`src/rtl/apb_pkg.sv`:
```
// rtl/apb_pkg.sv - shared types and constants for the APB round-robin arbiter
package apb_pkg;

  localparam int APB_TO_W = 16;

  localparam logic GNT_M0 = 1'b0;
  localparam logic GNT_M1 = 1'b1;

  typedef enum logic [1:0] {
    IDLE   = 2'd0,
    SETUP  = 2'd1,
    ACCESS = 2'd2,
    RESP   = 2'd3
  } apb_state_e;

endpackage

```
`src/rtl/rr_arb2.sv`:
```
// rtl/rr_arb2.sv - combinational two-way round-robin picker
module rr_arb2
  import apb_pkg::*;
(
  input  logic [1:0] req,
  input  logic       last_grant,
  output logic       gnt,
  output logic       gnt_valid
);

  always_comb begin
    gnt_valid = |req;
    if (req == 2'b11) begin
      gnt = ~last_grant;
    end else if (req[1]) begin
      gnt = GNT_M1;
    end else begin
      gnt = GNT_M0;
    end
  end

endmodule

```
`src/rtl/apb_rr_arbiter.sv`:
```
// rtl/apb_rr_arbiter.sv - two-master APB arbiter sharing one downstream bus
module apb_rr_arbiter
  import apb_pkg::*;
#(
  parameter logic [APB_TO_W-1:0] TIMEOUT = 16'd1024
) (
  input  logic        aclk,
  input  logic        aresetn,
  input  logic        m0_psel,
  input  logic        m0_penable,
  input  logic        m0_pwrite,
  input  logic [31:0] m0_paddr,
  input  logic [3:0]  m0_pstrb,
  input  logic [31:0] m0_pwdata,
  output logic [31:0] m0_prdata,
  output logic        m0_pslverr,
  output logic        m0_pready,
  input  logic        m1_psel,
  input  logic        m1_penable,
  input  logic        m1_pwrite,
  input  logic [31:0] m1_paddr,
  input  logic [3:0]  m1_pstrb,
  input  logic [31:0] m1_pwdata,
  output logic [31:0] m1_prdata,
  output logic        m1_pslverr,
  output logic        m1_pready,
  output logic        psel,
  output logic        penable,
  output logic        pwrite,
  output logic [31:0] paddr,
  output logic [3:0]  pstrb,
  output logic [31:0] pwdata,
  input  logic [31:0] prdata,
  input  logic        pslverr,
  input  logic        pready
);

  localparam logic [APB_TO_W-1:0] TO_LAST = TIMEOUT - APB_TO_W'(1);

  apb_state_e          state_q, state_d;
  logic                gnt_q, gnt_d;
  logic                last_grant_q, last_grant_d;
  logic                pwrite_q, pwrite_d;
  logic [31:0]         paddr_q, paddr_d;
  logic [3:0]          pstrb_q, pstrb_d;
  logic [31:0]         pwdata_q, pwdata_d;
  logic [31:0]         rdata_q, rdata_d;
  logic                err_q, err_d;
  logic [APB_TO_W-1:0] cnt_q, cnt_d;

  logic pick_gnt, pick_valid;
  logic resp0, resp1;
  logic unused_penable;

  // Upstream penable carries no information for arbitration; psel alone is the request.
  assign unused_penable = m0_penable ^ m1_penable;

  rr_arb2 u_pick (
    .req        ({m1_psel, m0_psel}),
    .last_grant (last_grant_q),
    .gnt        (pick_gnt),
    .gnt_valid  (pick_valid)
  );

  always_ff @(posedge aclk or negedge aresetn) begin
    if (!aresetn) begin
      state_q      <= IDLE;
      gnt_q        <= GNT_M0;
      last_grant_q <= GNT_M1;
      pwrite_q     <= 1'b0;
      paddr_q      <= '0;
      pstrb_q      <= '0;
      pwdata_q     <= '0;
      rdata_q      <= '0;
      err_q        <= 1'b0;
      cnt_q        <= '0;
    end else begin
      state_q      <= state_d;
      gnt_q        <= gnt_d;
      last_grant_q <= last_grant_d;
      pwrite_q     <= pwrite_d;
      paddr_q      <= paddr_d;
      pstrb_q      <= pstrb_d;
      pwdata_q     <= pwdata_d;
      rdata_q      <= rdata_d;
      err_q        <= err_d;
      cnt_q        <= cnt_d;
    end
  end

  always_comb begin
    state_d      = state_q;
    gnt_d        = gnt_q;
    last_grant_d = last_grant_q;
    pwrite_d     = pwrite_q;
    paddr_d      = paddr_q;
    pstrb_d      = pstrb_q;
    pwdata_d     = pwdata_q;
    rdata_d      = rdata_q;
    err_d        = err_q;
    cnt_d        = cnt_q;
    case (state_q)
      IDLE: begin
        if (pick_valid) begin
          state_d  = SETUP;
          gnt_d    = pick_gnt;
          pwrite_d = (pick_gnt == GNT_M1) ? m1_pwrite : m0_pwrite;
          paddr_d  = (pick_gnt == GNT_M1) ? m1_paddr  : m0_paddr;
          pstrb_d  = (pick_gnt == GNT_M1) ? m1_pstrb  : m0_pstrb;
          pwdata_d = (pick_gnt == GNT_M1) ? m1_pwdata : m0_pwdata;
        end
      end
      SETUP: begin
        state_d = ACCESS;
        cnt_d   = '0;
      end
      ACCESS: begin
        // A slave answering in the final allowed cycle still wins over the timeout.
        if (pready) begin
          state_d = RESP;
          rdata_d = prdata;
          err_d   = pslverr;
        end else if ((TIMEOUT != '0) && (cnt_q == TO_LAST)) begin
          state_d = RESP;
          rdata_d = '0;
          err_d   = 1'b1;
        end else if (cnt_q != '1) begin
          cnt_d = cnt_q + APB_TO_W'(1);
        end
      end
      RESP: begin
        state_d      = IDLE;
        last_grant_d = gnt_q;
      end
      default: state_d = IDLE;
    endcase
  end

  always_comb begin
    psel       = (state_q == SETUP) || (state_q == ACCESS);
    penable    = (state_q == ACCESS);
    pwrite     = pwrite_q;
    paddr      = paddr_q;
    pstrb      = pstrb_q;
    pwdata     = pwdata_q;
    resp0      = (state_q == RESP) && (gnt_q == GNT_M0);
    resp1      = (state_q == RESP) && (gnt_q == GNT_M1);
    m0_pready  = resp0;
    m0_pslverr = resp0 && err_q;
    m0_prdata  = resp0 ? rdata_q : '0;
    m1_pready  = resp1;
    m1_pslverr = resp1 && err_q;
    m1_prdata  = resp1 ? rdata_q : '0;
  end

endmodule
```
`config.mk`:
```
export PLATFORM = sky130hd
export DESIGN_NAME = apb_rr_arbiter
export DESIGN_NICKNAME = d
export VERILOG_FILES = /design/src/rtl/apb_pkg.sv /design/src/rtl/rr_arb2.sv /design/src/rtl/apb_rr_arbiter.sv
export SDC_FILE = /design/constraint.sdc
export NUM_CORES = 1
export LEC_CHECK = 0
export BUFFER_PORTS_ARGS = -buffer_cell sky130_fd_sc_hd__buf_2
export CAP_MARGIN = 30
export CORE_MARGIN = 4
export CORE_UTILIZATION = 45
export CTS_CLUSTER_SIZE = 8
export DETAILED_ROUTE_END_ITERATION = 10
export PLACE_DENSITY = 0.87
export REMOVE_ABC_BUFFERS = 1
export SETUP_SLACK_MARGIN = 0.3
export SLEW_MARGIN = 20
export SYNTH_ARGS = -nofsm -noshare
export SYNTH_HDL_FRONTEND = slang
export SYNTH_SLANG_ARGS = --single-unit
```
`constraint.sdc`:
```
create_clock -name aclk -period 2.28 [get_ports aclk]
set_input_delay 0.456 -clock aclk [delete_from_list [all_inputs] [get_ports aclk]]
set_output_delay 0.456 -clock aclk [all_outputs]
set_load 0.02 [all_outputs]
```
; Yosys cells after proc, flatten, opt, wreduce, memory -nomap -nowiden
; Cells that the tools add are included.
[totals]
register_bits = 122
output_inout_bits = 139
[classes]
add_sub_neg = 1
n_eq_ne = 11
muxes = 20
bitwise = 2
reduce_logical = 13
[op_table]
columns = cell, count
row1 = $mux 32, 6
row2 = $mux 16, 3
row3 = $pmux 16 s2, 1
row4 = $add 16x1->16 const B, 1
row5 = $eq 16x10->1 const B, 1
row6 = $ne 16x16->1 const B, 1
row7 = $pmux 2 s4, 1
row8 = $eq 2x2->1 const B, 3
row9 = $mux 2, 3
row10 = $ne 2x2->1 const B, 3
row11 = $reduce_and 2->1, 3
row12 = $mux 1, 5
row13 = $logic_and 1x1->1, 4
row14 = $mux 4, 1
row15 = $reduce_and 4->1, 1
row16 = $reduce_bool 2->1, 2
row17 = $ne 3x1->1 const B, 1
row18 = $eq 2x1->1 const B, 1
row19 = $logic_not 2->1, 1
row20 = $ne 2x1->1 const B, 1
row21 = $not 1->1, 2
row22 = $reduce_or 2->1, 1
row23 = $logic_or 1x1->1, 1

; Logic depth before layout (Yosys ltp)
[logic_depth]
ltp_word = 5
depth_mapped = 8

; Modules after synthesis
; From an unflattened synthesis, not the netlist that was laid out.
[unflattened]
cells_unflattened = 598
area_unflattened_um2 = 6147.1
[modules_own_cells]
columns = mod, n_inst, cells_per_inst, area_each_um2, seq_area_each_um2
row1 = apb_rr_arbiter, 1, 596, 6133.4, 3054.2
row2 = rr_arb2, 1, 2, 13.8, 0.0

; Worst setup path after synthesis
; Ideal clock, no wire load.
[synth_path]
path_kind = register -> output
startpoint = reg state_q[0]
endpoint = out m0_prdata[22]
t_arrival_ps = 1570
setup_slack_ps = 254
path_stages_with_launch = 5
path_cell_list = dfrtp_1 ha_1 nor2b_1 clkbuf_1 and2_1
[synth_via]
elab_chain_cells = 3
[synth_rtl]
columns = item, line_no
row1 = start: declaration, apb_rr_arbiter.sv:40  ; apb_state_e state_q, state_d;
row2 = start signal: assignment, apb_rr_arbiter.sv:78  ; state_q <= state_d;
row3 = $eq 2x2->1, apb_rr_arbiter.sv:146  ; resp0 = (state_q == RESP) && (gnt_q == GNT_M0);
row4 = $logic_and 1x1->1, apb_rr_arbiter.sv:146
row5 = via m0_pready, apb_rr_arbiter.sv:17  ; output logic m0_pready,
row6 = $mux 32, apb_rr_arbiter.sv:150  ; m0_prdata = resp0 ? rdata_q : '0;
row7 = end: declaration, apb_rr_arbiter.sv:15  ; output logic [31:0] m0_prdata,
; The timed path passes the listed nets, and every way through them passes these cells.

; Worst setup path after layout
[layout_path]
startpoint = reg state_q[1]
endpoint = out m0_prdata[28]
[layout_via]
elab_chain_cells = 3
[layout_rtl]
columns = item, line_no
row1 = $eq 2x2->1, apb_rr_arbiter.sv:146
row2 = $logic_and 1x1->1, apb_rr_arbiter.sv:146
row3 = $mux 32, apb_rr_arbiter.sv:150
; No other way between the ends.

==> impl_metrics.csv <==
group,metric,value,unit
outcome,status,"finished clean",
final_layout,fillers,924,
synthesis,synth_warnings,0,
grt,grt_max_degree,63,
floorplan,ios,317,
power,p_total,11.82,mW
route,final_antenna_net_count,0,
final_layout,area_delta_synth_final,51.11,%
power,power_switching,4.740,mW
critical_path,critPathRequiredTime,1.82,ns
route,drt_first_pass_iters,6,
sta,timing.hold.ws,0.2610,ns
cts,cts_root_buffer,"clkbuf_16",
synthesis,synth_top_area_cell,"dfrtp_1",
synthesis,yosys.area.top_type_share,50.86,%
sta,hold_viol,0,
floorplan,core,12770,um2
grt,grt_pass1_vias,5398,
sta,setup_viol,0,
cts,cts_tree,"done",
cts,cts_buffers,17,
placement,portBuffers,314,
synthesis,synth_cells,578,
cts,clockBufferDepth,2,
critical_path,crit_arrival,1.73,ns
route,first_iter_violations,457,
floorplan,num_rows,41,
floorplan,die-area,15130,um2
route,vias,5848,
synthesis,seq_area_frac_synth,51.30,%
grt,antenna_found_initial,0,
sta,max_freq,457.9,MHz
critical_path,crit_chain,"ha_4 -> nor2b_4 -> buf_12 -> buf_8 -> and2_1 -> buf_6",
final_layout,antenna_cells,0,
sta,min_period,2.184,ns
synthesis,synth.avg_cell_area,10.30,um2
placement,place_area,7789,um2
critical_path,critPathSlowestCell,"dfrtp_2",
sta,slew_headroom,61.43,%
critical_path,crit_path_max_incr_delay,0.43,ns
power,power_frac_clock,21.9,%
final_layout,stdcell_area,8996,um2
critical_path,startpoint_type,"register",
cts,numClockSinks,122,
power,p_per_area,1313,nW/um2
sta,drv_slew,0,
floorplan,start_util,46.61,%
power,peakVddDrop,924.3,uV
route,wirelength,19.82,mm
min_path,hold_path.class,"primary input to register",
power,power_frac_seq,31.3,%
synthesis,synth_edf_count,0,
final_layout,final_nets,1084,
placement,gp_congestion,0.9219,
cts,clock_latency,0.41,ns
route,vias_per_cell,5.390,
sta,clock_skew,0.006835,ns
sta,min_period_over_period,95.78,%
cts,h-tree-depth,4,
route,wl_met3,1.543,mm
sta,rsz0062_at_grt,"true",
critical_path,worstSetupPathType,"register to output port",
synthesis,yosys_register_bits,122,
placement,place_hpwl,13.09,mm
power,p_sw_share,40.11,%
route,wl_per_cell,18.26,um
final_layout,drive_gt1_share,46.66,%
synthesis,synth_cell_type_count,42,
critical_path,crit_start,"state_q[1]",
grt,gr-total-overflow,0,
placement,dpl_worst_slack,0.2223,ns
route,top_layer_used,"met4",
synthesis,synth-main-ff-cell,"dfrtp_1",
power,p_comb_share,46.8,%
synthesis,syn_area,5953,um2
route,drcViolationCount,0,
route,wl_met2,10.39,mm
critical_path,cp_top_family,"flip-flops",
floorplan,die_x,123.0,um
critical_path,cp_max_fo,9,
sta,max_slew.worst_pin.slew,0.5750,ns
min_path,min-delay-start,"prdata[26]",
grt,grt_usage,22.96,%
floorplan,die_h,123.0,um
grt,grt_pass1_wl,27.07,mm
critical_path,r2r_start,"cnt_q[1]",
synthesis,synthArstFlopShare,100.0,%
synthesis,ys_top_cells_by_area,"dfrtp_1 51%, mux2i_1 13%, o21ai_0 6.4%",
sta,fin_ws,0.09611,ns
cts,clkTransAtPathRegs,0.05,ns
power,power.leakage,4.889,nW
final_layout,final_core_util,70.43,%
power,power.internal,7.076,mW
critical_path,cp-end-kind,"output port",
flow_run,cap_violations,0,
route,met1Wirelength,7.504,mm
critical_path,critPathBufInv,3,
## placed cells by master, fill, tap and decap left out, types with 2 or more instances in the layout
cell type and instances:
buf_4 25, o21ai_0 75, ha_4 3, nand3_1 11, mux2i_1 76, buf_12 8, a22o_1 35, buf_8 2
dfrtp_1 120, buf_6 34, xnor2_1 2, and3_1 39, clkinv_2 5, inv_1 4, nand2b_1 2, o211ai_1 2
ha_1 2, a21oi_1 3, nand4_1 6, and2_4 29, and2_1 6, clkbuf_1 2, nand2_1 83, clkbuf_8 6
and4_1 3, buf_2 275, clkbuf_16 22
## layout make-up
class                      instances  area [um2]  share of cell area (%)
clock inverter                     7       62.56                  0.6954
multi-input combinational        404        2856                   31.75
clock buffer                      25       515.5                   5.730
tap                              172       215.2                   2.392
timing repair buffer             350        2272                   25.26
inverter                           5       18.77                  0.2086
sequential                       122        3055                   33.96
## registers in the layout (all words and copies together) (netlist names)
signal / cells
paddr: 32
pwdata: 32
rdata_q: 32
cnt_q: 16
pstrb: 4
state_q: 2
err_q: 1
gnt_q: 1
last_grant_q: 1
pwrite: 1
## repair_timing
action | 4_1_cts | 5_1_grt
pin swaps | 0 | 6
gates resized for setup | 16 | 108
endpoints found under the setup margin | 78 | 108
hold buffers | 1 | 0
cloned | 1 | 6
hold endpoints to repair | 25 | 0
setup buffers | 4 | 5
## per-layer routing
metal	GRT usage [%]	vias up
li1	-	2706
met1	26.90	2812
met2	40.08	294
met3	6.725	36
met4	8.304	0
met5	0	-
## cell usage after synthesis, types with 2 or more instances
library cell,n
ha_1,6
o21ai_0,76
clkbuf_1,28
and3_1,40
o211ai_1,2
dfrtp_1,121
mux2i_1,76
nand2_1,83
and4_1,4
a21oi_1,3
buf_1,5
a21boi_0,2
nand3_1,11
inv_1,5
and2_1,35
xnor2_1,2
a22o_1,35
buf_2,14
nand2b_1,2
nand4_1,6
## worst reg2reg max path: stages, from the launching register on
cell and delay [ns]:
dfrtp_1 0.41, ha_2 0.20, and4_2 0.22, and3_1 0.16, or3_4 0.37, or4_1 0.41
nand3_1 0.08
## logic make-up (layout without fill, tap and decap cells)
group | after synthesis | count (layout) | share of synthesized area (%)
AND/OR/NAND/NOR | 192 | 192 | 17.07
AO/OA/AOI/OAI | 127 | 127 | 13.54
flip-flops | 122 | 122 | 51.30
multiplexers | 77 | 77 | 12.97
buffers and inverters | 52 | 387 | 3.573
adder cells (fa/ha/maj) | 6 | 6 | 1.261
XOR/XNOR | 2 | 2 | 0.2943
## worst paths after layout
| kind | slack [ns] | depth (start not counted) | to |
|---|---|---|---|
| setup / recovery | 0.1 | 6 | m0_prdata[28] |
| hold / removal | 0.26 | 2 | rdata_q[26] |
| setup reg to reg | 0.37 | 6 | cnt_q[15] |
| hold reg to reg | 0.47 | 2 | pwdata[17] |
| max in group asynchronous | 1.08 | 3 | paddr[3] |
| min in group asynchronous | 0.54 | 2 | rdata_q[27] |
## metrics by stage
step / std cells / TNS [ns]
2_1_floorplan: 531 / -467.42
3_3_place_gp: 1036 / 0
3_5_place_dp: 1036 / 0
4_1_cts: 1074 / 0
5_1_grt: 1085 / 0
6_report: 1085 / 0
## power groups by stage
stage / sequential [mW] / combinational, mW / clock (mW)
6_report: 3.70 / 5.53 / 2.59
5_1_grt: 3.80 / 5.96 / 2.72
4_1_cts: 3.66 / 4.85 / 2.63
3_5_place_dp: 3.67 / 4.66 / 0
3_3_place_gp: 3.63 / 4.52 / 0
2_1_floorplan: 4.34 / 2.18 / 0
(Power assumes the default switching activity.)
